$ cat config.mk
export PLATFORM = sky130hd
export DESIGN_NAME = alu_ctrl_stage_flat
export DESIGN_NICKNAME = d
export VERILOG_FILES = /design/src/rtl/alu_ctrl_pkg.sv /design/src/rtl/alu_ctrl_stage_if.sv /design/src/rtl/alu_ctrl_decode.sv /design/src/rtl/alu_ctrl_stage.sv /design/src/flat_wrapper.sv
export SDC_FILE = /design/constraint.sdc
export NUM_CORES = 1
export LEC_CHECK = 0
export CORE_MARGIN = 1
export CORE_UTILIZATION = 35
export CTS_BUF_LIST = sky130_fd_sc_hd__clkbuf_4 sky130_fd_sc_hd__clkbuf_8
export DETAILED_ROUTE_END_ITERATION = 7
export GPL_ROUTABILITY_DRIVEN = 0
export MAX_ROUTING_LAYER = met4
export PLACE_DENSITY_LB_ADDON = 0.3
export SETUP_SLACK_MARGIN = 0.3
export SLEW_MARGIN = 20
export SYNTH_ARGS = -nofsm -noshare
export SYNTH_HDL_FRONTEND = slang
export SYNTH_HIERARCHICAL = 1
export SYNTH_SLANG_ARGS = --single-unit
export TNS_END_PERCENT = 1
$ cat constraint.sdc
create_clock -name clk -period 5.6 [get_ports clk]
set_input_delay 1.68 -clock clk [delete_from_list [all_inputs] [get_ports clk]]
set_output_delay 1.68 -clock clk [all_outputs]
set_load 0.05 [all_outputs]
$ cat src/rtl/alu_ctrl_pkg.sv
// ID/EX ALU-control package: ALU operation codes, MIPS opcode/funct
// constants and the registered control bundle carried across ID/EX.
package alu_ctrl_pkg;

  // ALU operation codes interpreted by the EX-stage ALU
  localparam logic [5:0] ALUC_ADD = 6'b100000;
  localparam logic [5:0] ALUC_SUB = 6'b100010;
  localparam logic [5:0] ALUC_AND = 6'b100100;
  localparam logic [5:0] ALUC_OR  = 6'b100101;
  localparam logic [5:0] ALUC_XOR = 6'b100110;
  localparam logic [5:0] ALUC_NOR = 6'b100111;
  localparam logic [5:0] ALUC_SLT = 6'b000111;
  localparam logic [5:0] ALUC_SRL = 6'b000000;

  // Primary opcodes
  localparam logic [5:0] OP_RTYPE = 6'b000000;
  localparam logic [5:0] OP_BEQ   = 6'b000100;
  localparam logic [5:0] OP_ADDI  = 6'b001000;
  localparam logic [5:0] OP_ADDIU = 6'b001001;
  localparam logic [5:0] OP_SLTI  = 6'b001010;
  localparam logic [5:0] OP_ANDI  = 6'b001100;
  localparam logic [5:0] OP_ORI   = 6'b001101;
  localparam logic [5:0] OP_XORI  = 6'b001110;
  localparam logic [5:0] OP_LW    = 6'b100011;
  localparam logic [5:0] OP_SW    = 6'b101011;

  // R-type funct codes
  localparam logic [5:0] FN_SRL  = 6'b000010;
  localparam logic [5:0] FN_ADD  = 6'b100000;
  localparam logic [5:0] FN_ADDU = 6'b100001;
  localparam logic [5:0] FN_SUB  = 6'b100010;
  localparam logic [5:0] FN_SUBU = 6'b100011;
  localparam logic [5:0] FN_AND  = 6'b100100;
  localparam logic [5:0] FN_OR   = 6'b100101;
  localparam logic [5:0] FN_XOR  = 6'b100110;
  localparam logic [5:0] FN_NOR  = 6'b100111;
  localparam logic [5:0] FN_SLT  = 6'b101010;

  // Control bundle registered at the ID/EX boundary (immediate kept separate
  // because its width follows DATA_W)
  typedef struct packed {
    logic [5:0] aluc;
    logic       src_a_shamt;
    logic       src_b_imm;
    logic [4:0] rs;
    logic [4:0] rt;
    logic [4:0] rd;
    logic       reg_write;
    logic       mem_read;
    logic       mem_write;
    logic       branch;
    logic       illegal;
  } idex_ctrl_t;

endpackage

$ cat src/rtl/alu_ctrl_stage_if.sv
// ID/EX stage bus: upstream valid/ready + instruction, flush, downstream
// ready, and the registered ID/EX outputs. The stage is the slave.
interface alu_ctrl_stage_if #(
  parameter int unsigned DATA_W = 32,
  parameter int unsigned CNT_W  = 16
);
  logic              id_valid;
  logic              id_ready;
  logic [DATA_W-1:0] instr;
  logic              flush;
  logic              ex_ready;
  logic              ex_valid;
  logic [5:0]        ex_aluc;
  logic              ex_src_a_shamt;
  logic              ex_src_b_imm;
  logic [DATA_W-1:0] ex_imm;
  logic [4:0]        ex_rs;
  logic [4:0]        ex_rt;
  logic [4:0]        ex_rd;
  logic              ex_reg_write;
  logic              ex_mem_read;
  logic              ex_mem_write;
  logic              ex_branch;
  logic              ex_illegal;
  logic [CNT_W-1:0]  ill_count;

  modport master (
    output id_valid, instr, flush, ex_ready,
    input  id_ready, ex_valid, ex_aluc, ex_src_a_shamt, ex_src_b_imm, ex_imm,
           ex_rs, ex_rt, ex_rd, ex_reg_write, ex_mem_read, ex_mem_write,
           ex_branch, ex_illegal, ill_count
  );

  modport slave (
    input  id_valid, instr, flush, ex_ready,
    output id_ready, ex_valid, ex_aluc, ex_src_a_shamt, ex_src_b_imm, ex_imm,
           ex_rs, ex_rt, ex_rd, ex_reg_write, ex_mem_read, ex_mem_write,
           ex_branch, ex_illegal, ill_count
  );
endinterface

$ cat src/rtl/alu_ctrl_decode.sv
// Combinational MIPS instruction decoder producing the ID/EX control bundle
// and the extended immediate.
module alu_ctrl_decode
  import alu_ctrl_pkg::*;
#(
  parameter int unsigned DATA_W = 32
) (
  input  logic [DATA_W-1:0] i_instr,
  output idex_ctrl_t        o_ctrl,
  output logic [DATA_W-1:0] o_imm
);

  logic [5:0]        w_op;
  logic [5:0]        w_fn;
  logic [DATA_W-1:0] w_sext;
  logic [DATA_W-1:0] w_zext;

  assign w_op   = i_instr[31:26];
  assign w_fn   = i_instr[5:0];
  assign w_sext = {{(DATA_W-16){i_instr[15]}}, i_instr[15:0]};
  assign w_zext = {{(DATA_W-16){1'b0}}, i_instr[15:0]};

  // Opcode/funct decode; unknown encodings fall back to an inert ADD marked illegal
  always_comb begin
    o_ctrl      = '0;
    o_imm       = '0;
    o_ctrl.aluc = ALUC_ADD;
    o_ctrl.rs   = i_instr[25:21];
    o_ctrl.rt   = i_instr[20:16];
    if (i_instr != '0) begin
      case (w_op)
        OP_RTYPE: begin
          o_ctrl.rd        = i_instr[15:11];
          o_ctrl.reg_write = 1'b1;
          case (w_fn)
            FN_ADD, FN_ADDU: o_ctrl.aluc = ALUC_ADD;
            FN_SUB, FN_SUBU: o_ctrl.aluc = ALUC_SUB;
            FN_AND:          o_ctrl.aluc = ALUC_AND;
            FN_OR:           o_ctrl.aluc = ALUC_OR;
            FN_XOR:          o_ctrl.aluc = ALUC_XOR;
            FN_NOR:          o_ctrl.aluc = ALUC_NOR;
            FN_SLT:          o_ctrl.aluc = ALUC_SLT;
            FN_SRL: begin
              o_ctrl.aluc        = ALUC_SRL;
              o_ctrl.src_a_shamt = 1'b1;
            end
            default: begin
              o_ctrl.rd        = '0;
              o_ctrl.reg_write = 1'b0;
              o_ctrl.illegal   = 1'b1;
            end
          endcase
        end
        OP_ADDI, OP_ADDIU, OP_SLTI, OP_ANDI, OP_ORI, OP_XORI, OP_LW: begin
          o_ctrl.rd        = i_instr[20:16];
          o_ctrl.src_b_imm = 1'b1;
          o_ctrl.reg_write = 1'b1;
          o_imm            = w_sext;
          case (w_op)
            OP_SLTI: o_ctrl.aluc = ALUC_SLT;
            OP_ANDI: begin o_ctrl.aluc = ALUC_AND; o_imm = w_zext; end
            OP_ORI:  begin o_ctrl.aluc = ALUC_OR;  o_imm = w_zext; end
            OP_XORI: begin o_ctrl.aluc = ALUC_XOR; o_imm = w_zext; end
            OP_LW:   o_ctrl.mem_read = 1'b1;
            default: o_ctrl.aluc = ALUC_ADD;
          endcase
        end
        OP_SW: begin
          o_ctrl.rd        = i_instr[20:16];
          o_ctrl.src_b_imm = 1'b1;
          o_ctrl.mem_write = 1'b1;
          o_imm            = w_sext;
        end
        OP_BEQ: begin
          o_ctrl.rd     = i_instr[20:16];
          o_ctrl.aluc   = ALUC_SUB;
          o_ctrl.branch = 1'b1;
          o_imm         = w_sext;
        end
        default: o_ctrl.illegal = 1'b1;
      endcase
    end
  end

endmodule

$ cat src/rtl/alu_ctrl_stage.sv
// ID/EX pipeline register with valid/ready handshake, stall and flush.
// Optional illegal-instruction counter enabled by defining ALU_CTRL_ILLCNT_EN.
module alu_ctrl_stage
  import alu_ctrl_pkg::*;
#(
  parameter int unsigned DATA_W = 32,
  parameter int unsigned CNT_W  = 16
) (
  input logic             clk,
  input logic             reset,
  alu_ctrl_stage_if.slave bus
);

  idex_ctrl_t        w_dec;
  logic [DATA_W-1:0] w_dec_imm;
  logic              w_id_ready;
  logic              w_load;

  idex_ctrl_t        r_ctrl;
  logic [DATA_W-1:0] r_imm;
  logic              r_valid;

  alu_ctrl_decode #(.DATA_W(DATA_W)) u_decode (
    .i_instr (bus.instr),
    .o_ctrl  (w_dec),
    .o_imm   (w_dec_imm)
  );

  assign w_id_ready = !r_valid || bus.ex_ready || bus.flush;
  assign w_load     = bus.id_valid && w_id_ready && !bus.flush;

  // ID/EX register: flush and drain clear the whole bundle so an empty stage shows zeros
  always_ff @(posedge clk) begin
    if (!reset) begin
      r_valid <= 1'b0;
      r_ctrl  <= '0;
      r_imm   <= '0;
    end else if (bus.flush) begin
      r_valid <= 1'b0;
      r_ctrl  <= '0;
      r_imm   <= '0;
    end else if (w_load) begin
      r_valid <= 1'b1;
      r_ctrl  <= w_dec;
      r_imm   <= w_dec_imm;
    end else if (bus.ex_ready) begin
      r_valid <= 1'b0;
      r_ctrl  <= '0;
      r_imm   <= '0;
    end
  end

`ifdef ALU_CTRL_ILLCNT_EN
  logic [CNT_W-1:0] r_ill_cnt;

  // Saturating count of illegal instructions accepted into the stage
  always_ff @(posedge clk) begin
    if (!reset) begin
      r_ill_cnt <= '0;
    end else if (w_load && w_dec.illegal && (r_ill_cnt != '1)) begin
      r_ill_cnt <= r_ill_cnt + 1'b1;
    end
  end

  assign bus.ill_count = r_ill_cnt;
`else
  assign bus.ill_count = {CNT_W{1'b0}};
`endif

  assign bus.id_ready       = w_id_ready;
  assign bus.ex_valid       = r_valid;
  assign bus.ex_aluc        = r_ctrl.aluc;
  assign bus.ex_src_a_shamt = r_ctrl.src_a_shamt;
  assign bus.ex_src_b_imm   = r_ctrl.src_b_imm;
  assign bus.ex_imm         = r_imm;
  assign bus.ex_rs          = r_ctrl.rs;
  assign bus.ex_rt          = r_ctrl.rt;
  assign bus.ex_rd          = r_ctrl.rd;
  assign bus.ex_reg_write   = r_ctrl.reg_write;
  assign bus.ex_mem_read    = r_ctrl.mem_read;
  assign bus.ex_mem_write   = r_ctrl.mem_write;
  assign bus.ex_branch      = r_ctrl.branch;
  assign bus.ex_illegal     = r_ctrl.illegal;

endmodule

$ cat src/flat_wrapper.sv
// flat-port wrapper written by rule: the top's interface ports become plain ports
module alu_ctrl_stage_flat import alu_ctrl_pkg::*;
#(
  parameter int unsigned DATA_W = 32,
  parameter int unsigned CNT_W  = 16
)
  (clk, reset, bus_id_valid, bus_instr, bus_flush, bus_ex_ready, bus_id_ready, bus_ex_valid, bus_ex_aluc, bus_ex_src_a_shamt, bus_ex_src_b_imm, bus_ex_imm, bus_ex_rs, bus_ex_rt, bus_ex_rd, bus_ex_reg_write, bus_ex_mem_read, bus_ex_mem_write, bus_ex_branch, bus_ex_illegal, bus_ill_count);
  alu_ctrl_stage_if #(.DATA_W(DATA_W), .CNT_W(CNT_W)) bus_i ();
  input logic clk;
  input logic reset;
  input wire logic [$bits(bus_i.id_valid)-1:0] bus_id_valid;
  input wire logic [$bits(bus_i.instr)-1:0] bus_instr;
  input wire logic [$bits(bus_i.flush)-1:0] bus_flush;
  input wire logic [$bits(bus_i.ex_ready)-1:0] bus_ex_ready;
  output wire logic [$bits(bus_i.id_ready)-1:0] bus_id_ready;
  output wire logic [$bits(bus_i.ex_valid)-1:0] bus_ex_valid;
  output wire logic [$bits(bus_i.ex_aluc)-1:0] bus_ex_aluc;
  output wire logic [$bits(bus_i.ex_src_a_shamt)-1:0] bus_ex_src_a_shamt;
  output wire logic [$bits(bus_i.ex_src_b_imm)-1:0] bus_ex_src_b_imm;
  output wire logic [$bits(bus_i.ex_imm)-1:0] bus_ex_imm;
  output wire logic [$bits(bus_i.ex_rs)-1:0] bus_ex_rs;
  output wire logic [$bits(bus_i.ex_rt)-1:0] bus_ex_rt;
  output wire logic [$bits(bus_i.ex_rd)-1:0] bus_ex_rd;
  output wire logic [$bits(bus_i.ex_reg_write)-1:0] bus_ex_reg_write;
  output wire logic [$bits(bus_i.ex_mem_read)-1:0] bus_ex_mem_read;
  output wire logic [$bits(bus_i.ex_mem_write)-1:0] bus_ex_mem_write;
  output wire logic [$bits(bus_i.ex_branch)-1:0] bus_ex_branch;
  output wire logic [$bits(bus_i.ex_illegal)-1:0] bus_ex_illegal;
  output wire logic [$bits(bus_i.ill_count)-1:0] bus_ill_count;
  assign bus_i.id_valid = bus_id_valid;
  assign bus_i.instr = bus_instr;
  assign bus_i.flush = bus_flush;
  assign bus_i.ex_ready = bus_ex_ready;
  assign bus_id_ready = bus_i.id_ready;
  assign bus_ex_valid = bus_i.ex_valid;
  assign bus_ex_aluc = bus_i.ex_aluc;
  assign bus_ex_src_a_shamt = bus_i.ex_src_a_shamt;
  assign bus_ex_src_b_imm = bus_i.ex_src_b_imm;
  assign bus_ex_imm = bus_i.ex_imm;
  assign bus_ex_rs = bus_i.ex_rs;
  assign bus_ex_rt = bus_i.ex_rt;
  assign bus_ex_rd = bus_i.ex_rd;
  assign bus_ex_reg_write = bus_i.ex_reg_write;
  assign bus_ex_mem_read = bus_i.ex_mem_read;
  assign bus_ex_mem_write = bus_i.ex_mem_write;
  assign bus_ex_branch = bus_i.ex_branch;
  assign bus_ex_illegal = bus_i.ex_illegal;
  assign bus_ill_count = bus_i.ill_count;
  alu_ctrl_stage #(.DATA_W(DATA_W), .CNT_W(CNT_W)) u_core (.clk(clk), .reset(reset), .bus(bus_i));
endmodule
==> metrics list <==
* CTS Buf Count: 9
- Clock latency reported for the late side of the worst-skew pair: ~340 ps
- Together, buffers and inverters on the worst path number 2.
- CP Capture Type: output port
- Number of remaining DRC errors: 0
* Core Box Area: ~11000 um2
- Clock skew on the completed layout was measured at 2.707 ps.
- In this run the post-CTS setup repair buffer count came out at 0.
- Hold path endpoint: u_core/bus.ex_imm[21]
- Startpoint type of the worst setup path: primary input
- Across all layers, the routed design uses approximately 3300 vias.
- The worst pin sits at a relative slew slack of approximately 28%.
* Ratio of cells with drive above 1 in the final layout: around a fifth
* Count of buffers from port buffering: about 100
* Vias per cell: around 5.5
* Worst-path cell chain: clkdlybuf4s50_1 -> nand2b_1 -> clkdlybuf4s50_1
- Number of synthesized register bits: approximately 60
* Largest net degree at the start of global routing: 62
- Number of flops mapped to enable cells by yosys: 0
* Leakage dissipation: ~0.0015 uW
- Among all stages on the critical path, the largest delay is contributed by sky130_fd_sc_hd__clkdlybuf4s50_1.
* Detailed placer's ending HPWL: 6415 um
* Async SR Flop Fraction: 0%
- Clock slew at the register clock pins of the worst setup and hold paths: about 70 ps
* Kind of path behind the tightest hold check: reg -> reg
- In the synthesized netlist the dominant register cell turns out to be sky130_fd_sc_hd__dfxtp_1.
* Top area cells in the synthesized netlist: sky130_fd_sc_hd__dfxtp_1, sky130_fd_sc_hd__o21ai_2, sky130_fd_sc_hd__nand3b_1
- The longest clock path from root to sink contains 2 buffers.
- 0 antenna diodes ended up in the layout.
* Number of max-cap violations: 0
- The pre-antenna-repair detailed-routing pass consisted of 4 iterations.
* Number of nets in the layout: ~500
- The flow ran to the end, and the final reports show no timing, DRC or antenna violations.
* RSZ-0062 raised after global routing: false
* Area Growth Syn to Fin: 21.12%
- Counting cells, the worst reg-to-reg path comes to 3.
- Count of mapped cells out of synthesis: between 400 and 500
- After clock tree synthesis, the flow added hold-fix buffers numbering 0.
- In this run, distinct cell masters in the synthesized netlist total 46.
- The worst register-to-register path begins at u_core/bus.ex_valid.
- # setup viols final: 0
- Die boundary height: ~110 um
- Vias in the first global route: between 3000 and 4000
- A synthesized cell averages between 9 and 10 um2.
* Post-synthesis cell type with the largest combined area: sky130_fd_sc_hd__dfxtp_1
* Placement row count: 37
* Fraction of the cycle the final worst path needs: slightly below 90%
- Top cell types by occurrence after synthesis: sky130_fd_sc_hd__nand4_1, sky130_fd_sc_hd__dfxtp_1, sky130_fd_sc_hd__nand3b_1, sky130_fd_sc_hd__o21ai_2, sky130_fd_sc_hd__buf_4
- Total congestion overflow after global routing: 0
* Fill cell count: ~1000
- The startpoint identified for the worst hold timing path is u_core/bus.ex_imm[21].
- Final Critical Period: around 5000 ps
- Transition time of the tightest slew-check pin: ~1100 ps
* Slack of the worst reg-to-reg path: just over 4000 ps
* Clock tree from TritonCTS: yes
- 1st-iter DRT viols: between 200 and 250
- DIE AREA: about 11000 um2
- The number of slew-limit violations in the final report was 0.
* Setup CP Type: in -> out
- The share of synthesized area in the top cell type comes to a little under a third.
- In this run, post-CTS repair resized a total of 0 instances.
* Synthesis warning total: 6
- Peak Freq: approximately 200 MHz
- Cell count of the worst hold path: 2
* Area of the multi-input gates: slightly above 2000 um2
- Maximum single-stage delay on the critical path: a little under 800 ps
- The final layout contains routed wiring with a total length of between 10000 and 15000 um.
- Final Hold Viols: 0
- Along the worst path, the maximum fanout reaches 3.
- The initial antenna violation count was 0.
* End of the worst register-to-register path: u_core/bus.ex_aluc[3]
- In this run the horizontal extent of the chip is 107.0 um.
- Count of clock tree sinks: slightly above 60
- Dividing the detail-routed wire length by the instance count gives 17.12 um.
- Power density over the cells: 215.1 nW/um2
* Arrival time of data at the critical path endpoint: 3200 ps
* Clk Tree Root Cell: sky130_fd_sc_hd__clkbuf_8
- In this run the number of H-tree levels came out at 3.
- CP Data Required Time: approximately 3900 ps
- GRT Util Overall: roughly a fifth
* Post-synthesis instance area: between 3000 and 4000 um2
- First-pass GRT wire length: 16750 um
* Maximum resistive drop on vdd: slightly below 0.0001 V
* Antenna viol nets, final: 0
- For this configuration, the core starts out at a cell density of 36.71%.
- Utilization of the core after routing: between 40% and 50%
- Pin placement for this block handled about 120 I/O pins.
- Most frequent cell after synthesis: sky130_fd_sc_hd__nand4_1
- Final setup TNS: 0 ps
* Kind of cell adding the most delay to the critical path: buffers and inverters
* Area of all sequential standard cells: ~1200 um2
- Most prevalent standard cell on the critical path: sky130_fd_sc_hd__clkdlybuf4s50_1
* Proportion of synthesized chip area in sequential cells: between 30% and 40%
flip-flops by register name, indices dropped and copies added (netlist names), 5 cells and up:
name and count:
u_core/bus.ex_imm 32, u_core/bus.ex_aluc 6, u_core/bus.ex_rd 5, u_core/bus.ex_rs 5, u_core/bus.ex_rt 5
area by class of cell:
| cell class | instances | area share [%] |
|---|---|---|
| multi-input combinational | 285 | 43.95 |
| sequential | 61 | 26.14 |
| timing repair buffer | 103 | 21.69 |
| tap | 136 | 3.642 |
| clock buffer | 11 | 3.107 |
| clock inverter | 5 | 1.071 |
| inverter | 5 | 0.4017 |
cell usage in the layout, fill, tap and decap left out, types with 6 or more instances in the layout:
| master | instances |
|---|---|
| sky130_fd_sc_hd__nand3b_1 | 60 |
| sky130_fd_sc_hd__o21ai_2 | 60 |
| sky130_fd_sc_hd__clkdlybuf4s50_1 | 97 |
| sky130_fd_sc_hd__and2_1 | 16 |
| sky130_fd_sc_hd__nand4_1 | 62 |
| sky130_fd_sc_hd__nor2_1 | 6 |
| sky130_fd_sc_hd__dfxtp_1 | 61 |
| sky130_fd_sc_hd__conb_1 | 18 |
| sky130_fd_sc_hd__nor4_1 | 8 |
| sky130_fd_sc_hd__clkbuf_8 | 10 |
stage by stage:
step           hold slack (ps)  instance area, um2  power, uW  cells  worst slack [ps]
6_report                 491.3                4672       1005    606             718.9
5_1_grt                  500.5                4672       1049    606             664.8
4_1_cts                  493.0                4666       1016    606             715.0
3_5_place_dp             478.5                4471      616.8    590             720.8
3_3_place_gp             475.4                4471      614.7    590             722.8
2_1_floorplan            722.9                3918      591.4    441              1670
per-layer routing:
metal	routed length, um	vias to the layer above	global-route usage (%)
met5	0	-	-
li1	-	1599	-
met3	474	12	4.255
met1	4984	1600	24.93
met2	4785	95	28.39
met4	131	0	7.534
worst min-delay path, delay by kind of cell (launching register included):
kind / cells / cell delay (ps)
AOI/OAI and AO/OA: 1 / 50
DFF: 1 / 310
and+or+nand+nor: 1 / 90
cells by family after synthesis:
kind of cell	count (synthesis)	share of synthesized area, %
flops	61	31.66
simple gates	183	31.69
buf+inv	95	17.35
other cells	2	0.1947
compound gates	83	18.81
mux	1	0.2919
power breakdown:
part / switching, uW / internal (uW)
logic: 115 / 53.8
clock network: 177 / 219
registers: 2.19 / 438
total: 294 / 711
worst max path at each step:
stage                            start      endpoint  slack, ps  cells after the start
after CTS                    bus_flush  bus_id_ready        720                      3
after global placement       bus_flush  bus_id_ready        720                      3
final                        bus_flush  bus_id_ready        720                      3
after global routing         bus_flush  bus_id_ready        660                      3
after detailed placement     bus_flush  bus_id_ready        720                      3
after floorplan           bus_ex_ready  bus_id_ready       1670                      2
(Power assumes the default switching activity.)
